<file path="config.mk">
export PLATFORM = sky130hd
export DESIGN_NAME = spi_slave_cmd_sequencer
export DESIGN_NICKNAME = d
export VERILOG_FILES = /design/src/rtl/spi_slave_cmd_sequencer.sv
export SDC_FILE = /design/constraint.sdc
export NUM_CORES = 1
export LEC_CHECK = 0
export ABC_AREA = 1
export CAP_MARGIN = 25
export CORE_MARGIN = 2
export CORE_UTILIZATION = 56
export CTS_BUF_LIST = sky130_fd_sc_hd__clkbuf_8 sky130_fd_sc_hd__clkbuf_16
export CTS_CLUSTER_DIAMETER = 40
export DETAILED_ROUTE_END_ITERATION = 16
export HOLD_SLACK_MARGIN = 0.03
export MAX_ROUTING_LAYER = met4
export PLACE_DENSITY = 0.81
export SETUP_SLACK_MARGIN = 0.05
export SLEW_MARGIN = 20
export SYNTH_ARGS = -nofsm -noshare
export SYNTH_HDL_FRONTEND = slang
export SYNTH_SLANG_ARGS = --single-unit
</file>
<file path="constraint.sdc">
create_clock -name iSysClk -period 2.12 [get_ports iSysClk]
set_input_delay 0.53 -clock iSysClk [delete_from_list [all_inputs] [get_ports iSysClk]]
set_output_delay 0.53 -clock iSysClk [all_outputs]
set_load 0.005 [all_outputs]
</file>
<file path="src/rtl/spi_slave_cmd_sequencer.sv">
// -----------------------------------------------------------------------------
// spi_slave_cmd_sequencer
//
// Command sequencer behind the SPI slave byte shifter. It collects an 8-byte
// big-endian header: a 4-byte address, a command byte, a 2-byte length and a
// dummy byte. It then performs one of the following:
//   cmd 0 : no operation, the remaining bytes are drained
//   cmd 1 : one 32-bit CSR write on the Usi bus (len must be 4)
//   cmd 2 : one 32-bit CSR read on the Usi bus (len must be 4); the read
//           data is returned to the shifter MSB byte first
//   cmd 3 : a PSRAM burst write on the Ufi bus (len 4..pMaxLen, multiple of 4)
// Any other command or length sets the sticky error flag and drains the frame.
// When chip select drops, the sequencer returns to idle on the next cycle and
// drops every strobe.
//
// Ports
//   iSysClk, iSysRst          clock, synchronous active-high reset
//   iCsActive                 SPI chip select (1 = selected, already synced)
//   iRxByte / iRxVd           received byte and its one-cycle valid strobe
//   oTxByte / iTxNext         byte to send on MISO, consumed strobe
//   oMUsiWd/Adrs/WEd/RdReq    CSR master write data, address, write, read req
//   iMUsiRd / iMUsiREd        CSR read data and its valid strobe
//   oMUsiMonopoly             this block owns the Usi master
//   oMUfiWd/Adrs/WEd/WVd      PSRAM write word, byte address, word strobe,
//                             burst-active qualifier
//   oErr                      sticky error, cleared at the next header start
// -----------------------------------------------------------------------------
module spi_slave_cmd_sequencer #(
    parameter int pBusAdrsBit = 16,
    parameter int pMaxLen     = 2048,
    parameter int pRdTimeout  = 255
) (
    input  logic                   iSysClk,
    input  logic                   iSysRst,
    input  logic                   iCsActive,
    input  logic [7:0]             iRxByte,
    input  logic                   iRxVd,
    output logic [7:0]             oTxByte,
    input  logic                   iTxNext,
    output logic [31:0]            oMUsiWd,
    output logic [pBusAdrsBit-1:0] oMUsiAdrs,
    output logic                   oMUsiWEd,
    output logic                   oMUsiRdReq,
    input  logic [31:0]            iMUsiRd,
    input  logic                   iMUsiREd,
    output logic                   oMUsiMonopoly,
    output logic [31:0]            oMUfiWd,
    output logic [31:0]            oMUfiAdrs,
    output logic                   oMUfiWEd,
    output logic                   oMUfiWVd,
    output logic                   oErr
);

    typedef enum logic [3:0] {
        ST_IDLE        = 4'd0,
        ST_HDR         = 4'd1,
        ST_DECODE      = 4'd2,
        ST_CSR_WR      = 4'd3,
        ST_CSR_WR_STB  = 4'd4,
        ST_CSR_RD_REQ  = 4'd5,
        ST_CSR_RD_WAIT = 4'd6,
        ST_CSR_RD_TX   = 4'd7,
        ST_UFI         = 4'd8,
        ST_UFI_LAST    = 4'd9,
        ST_DRAIN       = 4'd10
    } state_t;

    // Header legality check: command and length combination.
    function automatic logic hdr_valid(input logic [7:0] cmd, input logic [15:0] len);
        logic ok;
        ok = 1'b0;
        case (cmd)
            8'd0:       ok = 1'b1;
            8'd1, 8'd2: ok = (len == 16'd4);
            8'd3:       ok = (len >= 16'd4) && (len <= 16'(pMaxLen)) && (len[1:0] == 2'b00);
            default:    ok = 1'b0;
        endcase
        return ok;
    endfunction

    // State that follows DECODE for a given header; illegal headers drain.
    function automatic state_t hdr_target(input logic [7:0] cmd, input logic [15:0] len);
        state_t tgt;
        tgt = ST_DRAIN;
        if (hdr_valid(cmd, len)) begin
            case (cmd)
                8'd1:    tgt = ST_CSR_WR;
                8'd2:    tgt = ST_CSR_RD_REQ;
                8'd3:    tgt = ST_UFI;
                default: tgt = ST_DRAIN;
            endcase
        end else begin
            tgt = ST_DRAIN;
        end
        return tgt;
    endfunction

    // Big-endian byte select: index 0 is bits [31:24].
    function automatic logic [7:0] be_byte(input logic [31:0] w, input logic [1:0] idx);
        logic [7:0] b;
        case (idx)
            2'd0:    b = w[31:24];
            2'd1:    b = w[23:16];
            2'd2:    b = w[15:8];
            2'd3:    b = w[7:0];
            default: b = 8'h00;
        endcase
        return b;
    endfunction

    state_t                 state_q, state_d;
    // Only the first 7 header bytes are kept; the dummy byte is never stored.
    logic [55:0]            hdr_q, hdr_d;
    logic [15:0]            cnt_q, cnt_d;
    logic [15:0]            len_q, len_d;
    logic [15:0]            timer_q, timer_d;
    logic [1:0]             tx_idx_q, tx_idx_d;
    logic [31:0]            word_q, word_d;
    logic [31:0]            rd_data_q, rd_data_d;
    logic [7:0]             tx_byte_q, tx_byte_d;
    logic [31:0]            usi_wd_q, usi_wd_d;
    logic [pBusAdrsBit-1:0] usi_adrs_q, usi_adrs_d;
    logic                   usi_wed_q, usi_wed_d;
    logic                   usi_rdreq_q, usi_rdreq_d;
    logic                   monopoly_q, monopoly_d;
    logic [31:0]            ufi_wd_q, ufi_wd_d;
    logic [31:0]            ufi_adrs_q, ufi_adrs_d;
    logic                   ufi_wed_q, ufi_wed_d;
    logic                   ufi_wvd_q, ufi_wvd_d;
    logic                   err_q, err_d;

    logic [31:0]            hdr_adrs_s;
    logic [7:0]             hdr_cmd_s;
    logic [15:0]            hdr_len_s;
    logic                   hdr_ok_s;
    state_t                 hdr_tgt_s;
    logic                   hdr_is_csr_s;
    logic [31:0]            word_shift_s;

    assign hdr_adrs_s   = hdr_q[55:24];
    assign hdr_cmd_s    = hdr_q[23:16];
    assign hdr_len_s    = hdr_q[15:0];
    assign hdr_ok_s     = hdr_valid(hdr_cmd_s, hdr_len_s);
    assign hdr_tgt_s    = hdr_target(hdr_cmd_s, hdr_len_s);
    assign hdr_is_csr_s = (hdr_tgt_s == ST_CSR_WR) || (hdr_tgt_s == ST_CSR_RD_REQ);
    assign word_shift_s = {word_q[23:0], iRxByte};

    // Next-state, counter and output-register computation.
    always_comb begin
        state_d     = state_q;
        hdr_d       = hdr_q;
        cnt_d       = cnt_q;
        len_d       = len_q;
        timer_d     = timer_q;
        tx_idx_d    = tx_idx_q;
        word_d      = word_q;
        rd_data_d   = rd_data_q;
        usi_wd_d    = usi_wd_q;
        usi_adrs_d  = usi_adrs_q;
        ufi_wd_d    = ufi_wd_q;
        ufi_wed_d   = 1'b0;
        err_d       = err_q;
        // The burst address moves to the next word right after each pulse.
        if (ufi_wed_q) begin
            ufi_adrs_d = ufi_adrs_q + 32'd4;
        end else begin
            ufi_adrs_d = ufi_adrs_q;
        end

        if (!iCsActive) begin
            // Chip select gone: abandon whatever is in flight.
            state_d = ST_IDLE;
            if ((state_q != ST_IDLE) && (state_q != ST_DRAIN)) begin
                err_d = 1'b1;
            end else begin
                err_d = err_q;
            end
        end else begin
            case (state_q)
                ST_IDLE: begin
                    if (iRxVd) begin
                        hdr_d   = {48'd0, iRxByte};
                        cnt_d   = 16'd1;
                        err_d   = 1'b0;
                        state_d = ST_HDR;
                    end else begin
                        state_d = ST_IDLE;
                    end
                end
                ST_HDR: begin
                    if (iRxVd) begin
                        if (cnt_q == 16'd7) begin
                            // 8th byte is the dummy: decode without storing it.
                            cnt_d   = 16'd0;
                            state_d = ST_DECODE;
                        end else begin
                            hdr_d = {hdr_q[47:0], iRxByte};
                            cnt_d = cnt_q + 16'd1;
                        end
                    end else begin
                        state_d = ST_HDR;
                    end
                end
                ST_DECODE: begin
                    state_d    = hdr_tgt_s;
                    len_d      = hdr_len_s;
                    cnt_d      = 16'd0;
                    timer_d    = 16'd0;
                    tx_idx_d   = 2'd0;
                    ufi_adrs_d = (hdr_tgt_s == ST_UFI) ? hdr_adrs_s : ufi_adrs_q;
                    usi_adrs_d = hdr_is_csr_s ? hdr_adrs_s[pBusAdrsBit-1:0] : usi_adrs_q;
                    if (!hdr_ok_s) begin
                        err_d = 1'b1;
                    end else begin
                        err_d = err_q;
                    end
                end
                ST_CSR_WR: begin
                    if (iRxVd) begin
                        word_d = word_shift_s;
                        if (cnt_q == 16'd3) begin
                            usi_wd_d = word_shift_s;
                            state_d  = ST_CSR_WR_STB;
                        end else begin
                            cnt_d = cnt_q + 16'd1;
                        end
                    end else begin
                        state_d = ST_CSR_WR;
                    end
                end
                ST_CSR_WR_STB: state_d = ST_DRAIN;
                ST_CSR_RD_REQ: begin
                    timer_d = 16'd0;
                    state_d = ST_CSR_RD_WAIT;
                end
                ST_CSR_RD_WAIT: begin
                    if (iMUsiREd) begin
                        rd_data_d = iMUsiRd;
                        state_d   = ST_CSR_RD_TX;
                    end else if (timer_q == 16'(pRdTimeout - 1)) begin
                        rd_data_d = 32'd0;
                        err_d     = 1'b1;
                        state_d   = ST_CSR_RD_TX;
                    end else begin
                        timer_d = timer_q + 16'd1;
                    end
                end
                ST_CSR_RD_TX: begin
                    if (iTxNext) begin
                        if (tx_idx_q == 2'd3) begin
                            state_d = ST_DRAIN;
                        end else begin
                            tx_idx_d = tx_idx_q + 2'd1;
                        end
                    end else begin
                        state_d = ST_CSR_RD_TX;
                    end
                end
                ST_UFI: begin
                    if (iRxVd) begin
                        word_d = word_shift_s;
                        cnt_d  = cnt_q + 16'd1;
                        // Every 4th byte completes a word for the burst.
                        if (cnt_q[1:0] == 2'd3) begin
                            ufi_wd_d  = word_shift_s;
                            ufi_wed_d = 1'b1;
                        end else begin
                            ufi_wed_d = 1'b0;
                        end
                        if (cnt_q == (len_q - 16'd1)) begin
                            state_d = ST_UFI_LAST;
                        end else begin
                            state_d = ST_UFI;
                        end
                    end else begin
                        state_d = ST_UFI;
                    end
                end
                // One cycle that carries the final pulse with WVd still high.
                ST_UFI_LAST: state_d = ST_DRAIN;
                ST_DRAIN:    state_d = ST_DRAIN;
                default:     state_d = ST_IDLE;
            endcase
        end

        // Strobes and qualifiers are registered from the next state so they
        // line up exactly with the state that owns them.
        usi_wed_d   = (state_d == ST_CSR_WR_STB);
        usi_rdreq_d = (state_d == ST_CSR_RD_REQ);
        ufi_wvd_d   = (state_d == ST_UFI) || (state_d == ST_UFI_LAST);
        monopoly_d  = (state_d == ST_CSR_WR) || (state_d == ST_CSR_WR_STB) ||
                      (state_d == ST_CSR_RD_REQ) || (state_d == ST_CSR_RD_WAIT) ||
                      ((state_d == ST_DECODE) && hdr_is_csr_s);
        tx_byte_d   = (state_d == ST_CSR_RD_TX) ? be_byte(rd_data_d, tx_idx_d) : 8'h00;
    end

    // State, datapath and output registers with synchronous reset.
    always_ff @(posedge iSysClk) begin
        if (iSysRst) begin
            state_q     <= ST_IDLE;
            hdr_q       <= 56'd0;
            cnt_q       <= 16'd0;
            len_q       <= 16'd0;
            timer_q     <= 16'd0;
            tx_idx_q    <= 2'd0;
            word_q      <= 32'd0;
            rd_data_q   <= 32'd0;
            tx_byte_q   <= 8'h00;
            usi_wd_q    <= 32'd0;
            usi_adrs_q  <= '0;
            usi_wed_q   <= 1'b0;
            usi_rdreq_q <= 1'b0;
            monopoly_q  <= 1'b0;
            ufi_wd_q    <= 32'd0;
            ufi_adrs_q  <= 32'd0;
            ufi_wed_q   <= 1'b0;
            ufi_wvd_q   <= 1'b0;
            err_q       <= 1'b0;
        end else begin
            state_q     <= state_d;
            hdr_q       <= hdr_d;
            cnt_q       <= cnt_d;
            len_q       <= len_d;
            timer_q     <= timer_d;
            tx_idx_q    <= tx_idx_d;
            word_q      <= word_d;
            rd_data_q   <= rd_data_d;
            tx_byte_q   <= tx_byte_d;
            usi_wd_q    <= usi_wd_d;
            usi_adrs_q  <= usi_adrs_d;
            usi_wed_q   <= usi_wed_d;
            usi_rdreq_q <= usi_rdreq_d;
            monopoly_q  <= monopoly_d;
            ufi_wd_q    <= ufi_wd_d;
            ufi_adrs_q  <= ufi_adrs_d;
            ufi_wed_q   <= ufi_wed_d;
            ufi_wvd_q   <= ufi_wvd_d;
            err_q       <= err_d;
        end
    end

    assign oTxByte       = tx_byte_q;
    assign oMUsiWd       = usi_wd_q;
    assign oMUsiAdrs     = usi_adrs_q;
    assign oMUsiWEd      = usi_wed_q;
    assign oMUsiRdReq    = usi_rdreq_q;
    assign oMUsiMonopoly = monopoly_q;
    assign oMUfiWd       = ufi_wd_q;
    assign oMUfiAdrs     = ufi_adrs_q;
    assign oMUfiWEd      = ufi_wed_q;
    assign oMUfiWVd      = ufi_wvd_q;
    assign oErr          = err_q;

endmodule

</file>
# Yosys cells after proc, flatten, opt, wreduce, memory -nomap -nowiden
# Cells that the tools add are included.
[op_classes]
n_addsub = 5
n_mul = 0
div = 0
magnitude_cmp = 2
eq_ne = 49
shifts = 0
n_mux = 51
n_bitwise = 4
n_reduce_logical = 34
[ops]
columns = ["op", "n"]
rows = [
  ["$mux 32", 8],
  ["$mux 56", 3],
  ["$mux 16", 8],
  ["$pmux 56 s2", 1],
  ["$pmux 16 s5", 1],
  ["$mux 4", 11],
  ["$eq 4x3->1 const B", 9],
  ["$pmux 4 s9", 1],
  ["$add 16x1->16 const B", 2],
  ["$add 32x3->32 const B", 1],
  ["$eq 16x3->1 const B", 2],
  ["$pmux 16 s2", 1],
  ["$pmux 8 s4", 1],
  ["$eq 4x4->1 const B", 6],
  ["$eq 4x2->1 const B", 5],
  ["$eq 16x16->1", 1],
  ["$eq 16x2->1 const B", 1],
  ["$eq 16x8->1 const B", 1],
  ["$eq 8x2->1 const B", 2],
  ["$ge 16x3->1 const B", 1],
  ["$le 16x12->1 const B", 1],
  ["$ne 2x2->1 const B", 8],
  ["$sub 16x1->16 const B", 1],
  ["$ne 3x3->1 const B", 5],
  ["other kinds (30)", 64],
]
[word_totals]
reg_bits = 292
latchBits = 0
mem_bits_rw = 0
rom_bits = 0
inputBits = 46
out_inout_bits = 126
word_cells = 164
n_memories = 0

# Logic depth before layout (Yosys ltp)
[logic_depth]
word_depth = 12
ltp_mapped = 16

# Worst setup path before layout
# No wires, ideal clock.
[synth_timing]
path_type = "flip-flop to flip-flop"
from = "register len_q[0]"
to = "register monopoly_q, in the netlist oMUsiMonopoly"
setup_time_ns = 0.112
arrival_time_ns = 1.745
setup_slack_ns = 0.263
path_stages_with_launch = 16
n_path_buf = 0
cell_sequence = "dfxtp_1 -> inv_1 -> ha_1 -> nand2_1 -> nor2_2 -> nand3_1 -> nand2_1 -> inv_1 -> nor2_1 -> nand2_1 -> nor2_1 -> nand3_1 -> nand2_1 -> nand2_1 -> nand2_1 -> nand2_1"
[synth_via]
elab_chain_cells = 11
[synth_lines]
columns = ["element", "line_no", "text"]
rows = [
  ["start: declaration", "115", "logic [15:0] len_q, len_d;"],
  ["start signal: assignment", "323", "len_q <= len_d;"],
  ["$sub 16x1->16 (*)", "270", "if (cnt_q == (len_q - 16'd1)) begin"],
  ["$eq 16x16->1 (*)", "270", ""],
  ["$mux 1 (*)", "270", ""],
  ["$mux 4 (*)", "260", "if (iRxVd) begin"],
  ["$pmux 4 s9 (*)", "179", "case (state_q)"],
  ["$mux 4 (*)", "170", "if (!iCsActive) begin"],
  ["$eq 4x2->1 / $eq 4x3->1 (equally long branches)", "291", "monopoly_d = (state_d == ST_CSR_WR) || (state_d == ST_CSR_WR_STB) ||"],
  ["$logic_or 1x1->1 (2 in series)", "291", ""],
  ["$logic_or 1x1->1", "292", "(state_d == ST_CSR_RD_REQ) || (state_d == ST_CSR_RD_WAIT) ||"],
  ["$logic_or 1x1->1 (*)", "292", ""],
  ["end signal: assignment", "333", "monopoly_q <= monopoly_d;"],
  ["end: declaration", "125", "logic monopoly_q, monopoly_d;"],
]
# Mark *: on every way between the ends. The rest lies on a longest branch, timed or not.
# A chain may end at the register's enable or synchronous reset.

# Worst setup path after layout
[layout_timing]
from = "register state_q[1]"
to = "register tx_byte_q[5], in the netlist oTxByte[5]"
[layout_via]
elab_chain_cells = 7
[layout_lines]
columns = ["element", "line_no", "text"]
rows = [
  ["start: declaration", "111", "state_t state_q, state_d;"],
  ["start signal: assignment", "320", "state_q <= state_d;"],
  ["$eq 4x4->1 (tied with other cells)", "179", ""],
  ["$reduce_or 3->1 (no source line) (tied with other cells)", "-", ""],
  ["$pmux 4 s9", "179", ""],
  ["$mux 4", "170", ""],
  ["$eq 4x3->1", "294", "tx_byte_d = (state_d == ST_CSR_RD_TX) ? be_byte(rd_data_d, tx_idx_d) : 8'h00;"],
  ["$not 1->1 (no source line)", "-", ""],
  ["$reduce_or 2->1 (no source line)", "-", ""],
  ["end signal: assignment", "328", "tx_byte_q <= tx_byte_d;"],
  ["end: declaration", "120", "logic [7:0] tx_byte_q, tx_byte_d;"],
]
# Several ways; a longest one is shown, not always the timed one.

==> metrics <==
status=finished clean; # IOs=172; Total Wirelength=40,600 um; PortBufs=171; Avg Cell Area, Syn=6.96 um2; total of max-cap violations=0; Syn-to-layout area delta=34.4%; Final period util=96.8%; Final Hold Vio Count=0; n_diodes=0; first-pass detailed-route iteration total=5; gr ovfl total=0; Final #Nets=2,237; R2R depth=14; Yosys cell types=51; post-DP HPWL=26,800 um; Worst setup SP type=flip-flop; Primary FF master, synth=dfxtp_1; total negative slack=0 ps; Final Worst Setup Slack=68.1 ps; Tot GR Track Use=31.5%; initial antenna violation count=0; wire per inst=16.0 um; Max IR drop VDD=0.663 mV; synthesis-stage register bit count=292; CTS tree=built; Pwr per Cell Area=705 nW/um2; worst hold path class=flip-flop to flip-flop; RSZ-0062 raised after global routing=true; post-synth top area share=43.6%; Post-Syn Instances=1,927; Die Span Y=159 um; Multi-input gate area=6880 um2; worst-margin pin slew=504 ps; H-tree levels=2; syn_nets=1,978; hold_ws=464 ps; die width=159 um; Worst setup EP type=flip-flop; die area=25,200 um2; FP Rows=56; Clock Skews=34.6 ps; hold path depth=2; sequential share of the synthesized area=43.6%; number of CTS-inserted buffers=39; Residual DRC=0; RePlAce Congestion=0.954; EDFF count, synth=0; Tmin final=2050 ps; Slew Limit Fails=0; vias per cell=5.51; core box area=23,500 um2; CTS clk-pin slew, worst paths=60 ps; Arrival @ worst endpoint=2510 ps; Crit Path Max Fanout=16; vias in the first global route=13,600; post-detailed-route count of antenna-violating nets=0; via count=14,000; worst skew pair latency=540 ps; FF+latch area=5880 um2; dpl cells=2,453; Max transition margin=66.4%; Leakage=7.91 nW; asr flop ratio synth=0%; layout cell share with drive strength beyond 1=15.8%; root buffer cell=clkbuf_16; Num Clock Sinks=292; Initial DRC Count=1,276; first-pass GRT wire length=65,300 um; top cells by area in the synthesized netlist=dfxtp_1 (44%), nand2_1 (11%), nor2_1 (11%); Post-CTS Hold Fix Bufs=0; Fmax=487 MHz; Initial Utilization=57.2%; Worst Path Required=2580 ps; Post-Place Setup Slack=-379 ps; Post-Layout Cell Count=2,536; kind of critical path=flip-flop to flip-flop; Synth warnings=0; Setup Viol. Count Final=0; cell taking the most area after synthesis=dfxtp_1; Max Buffers Root-to-Sink=3; Fillers=1,712; Mapped Area=13,400 um2; largest net degree at the start of global routing=107
==> cells by family after synthesis <==
group / after synthesis / synth area share, %
DFF: 292 / 43.6
and+or+nand+nor: 1004 / 31.7
xor gates and xnor gates: 46 / 3.00
buffers and inverters: 236 / 7.18
muxes: 1 / 0.0746
AOI/OAI and AO/OA: 343 / 14.0
adders and majority gates: 5 / 0.466
==> report_power, final <==
part / total [W] / switching (W) / internal (W) / leakage, nW
sequential: 0.00555 / 0.0000332 / 0.00552 / 2.37
combinational: 0.000488 / 0.000296 / 0.000192 / 4.88
clock: 0.00667 / 0.00267 / 0.00401 / 0.667
total: 0.0127 / 0.00299 / 0.00972 / 7.91
==> final timing paths <==
check                                            start  slack [ps]                      to
worst min register to register  hdr_q[54]$_SDFFE_PP0P_         460  hdr_q[54]$_SDFFE_PP0P_
worst max register to register   state_q[1]$_SDFF_PP0_          70   oTxByte[5]$_SDFF_PP0_
worst max-delay path             state_q[1]$_SDFF_PP0_          70   oTxByte[5]$_SDFF_PP0_
worst min-delay path            hdr_q[54]$_SDFFE_PP0P_         460  hdr_q[54]$_SDFFE_PP0P_
==> cells in the mapped netlist, types with 4 or more instances <==
master	count
a211oi_1	18
a21oi_1	124
a22oi_1	8
buf_1	8
buf_2	16
clkbuf_1	56
dfxtp_1	292
ha_1	5
inv_1	138
inv_2	11
nand2_1	400
nand2_2	24
nand3_1	106
nand3b_1	7
nand4_1	25
nor2_1	380
nor2_2	4
nor2_4	7
nor3_1	33
o211ai_1	10
o21ai_0	158
o21ai_1	5
xnor2_1	11
xor2_1	35
==> area by class of cell <==
type	instances	area share, %
clock buffer	44	5.80
clock inverter	28	1.73
inverter	150	3.17
multi-input combinational	1399	38.2
sequential	292	32.6
tap	319	2.21
timing repair buffer	304	16.3
==> flip-flops by register name, summed over array words and instances, names as in the netlist <==
name           flops
hdr_q             56
oMUfiWVd           1
oMUsiMonopoly      1
len_q             16
rd_data_q         32
oErr               1
oMUsiAdrs         16
state_q            4
oMUfiWEd           1
timer_q           16
cnt_q             16
oMUfiWd           32
oTxByte            8
oMUsiWEd           1
oMUsiRdReq         1
tx_idx_q           2
oMUsiWd           32
word_q            24
oMUfiAdrs         32
==> critical path: stages (launching register included) <==
cell,delay (ps)
dfxtp_4,360
inv_2,60
nor2_4,150
inv_4,70
nor2_8,160
inv_6,70
nor3_4,200
buf_12,150
clkbuf_16,190
nand2_2,60
nand2_1,90
nand2_1,80
nand3_1,90
nor2_1,50
nor3_1,170
==> what timing repair did <==
action	CTS	global route
resized for setup	13	88
pin swaps	0	15
gates cloned	0	3
setup endpoints to repair	52	115
buffers inserted	0	8
==> per-layer routing <==
metal / up-vias / GRT usage (%) / wire [um]
li1: 6785 / - / -
met1: 6477 / 39.1 / 17100
met2: 591 / 52.2 / 19500
met3: 115 / 5.41 / 2880
met4: 0 / 10.8 / 1110
met5: - / - / 0
==> per-stage QoR <==
stage               power [W]  util, %  cell area (um2)
floorplan             0.00590        -            13400
global placement      0.00612     69.1            16200
detailed placement    0.00613     69.1            16200
CTS                    0.0127     75.0            17600
global route           0.0130     76.8            18000
finish                 0.0127     76.8            18000
==> placed cells by master, fill, tap and decap left out, types with 5 or more instances in the layout <==
cell             instances
inv_6                    5
nor2_2                  29
dfxtp_1                268
nand4_1                 25
clkinv_2                 6
a21oi_1                122
xnor2_1                 11
o211ai_1                10
inv_2                   12
nand3b_1                 7
inv_1                  138
xor2_1                  35
nor2_4                  13
dfxtp_2                 23
clkbuf_8                 5
nor3_2                   6
a22oi_1                  5
nand2_1                390
o21ai_1                  6
nor2_1                 349
a211oi_1                18
clkbuf_16               42
buf_12                  14
o21ai_0                157
buf_4                  116
clkdlybuf4s50_1        167
nand3_1                105
nor3_1                  27
nand2_2                 31
Note: power is estimated with default switching activity, not from simulation.
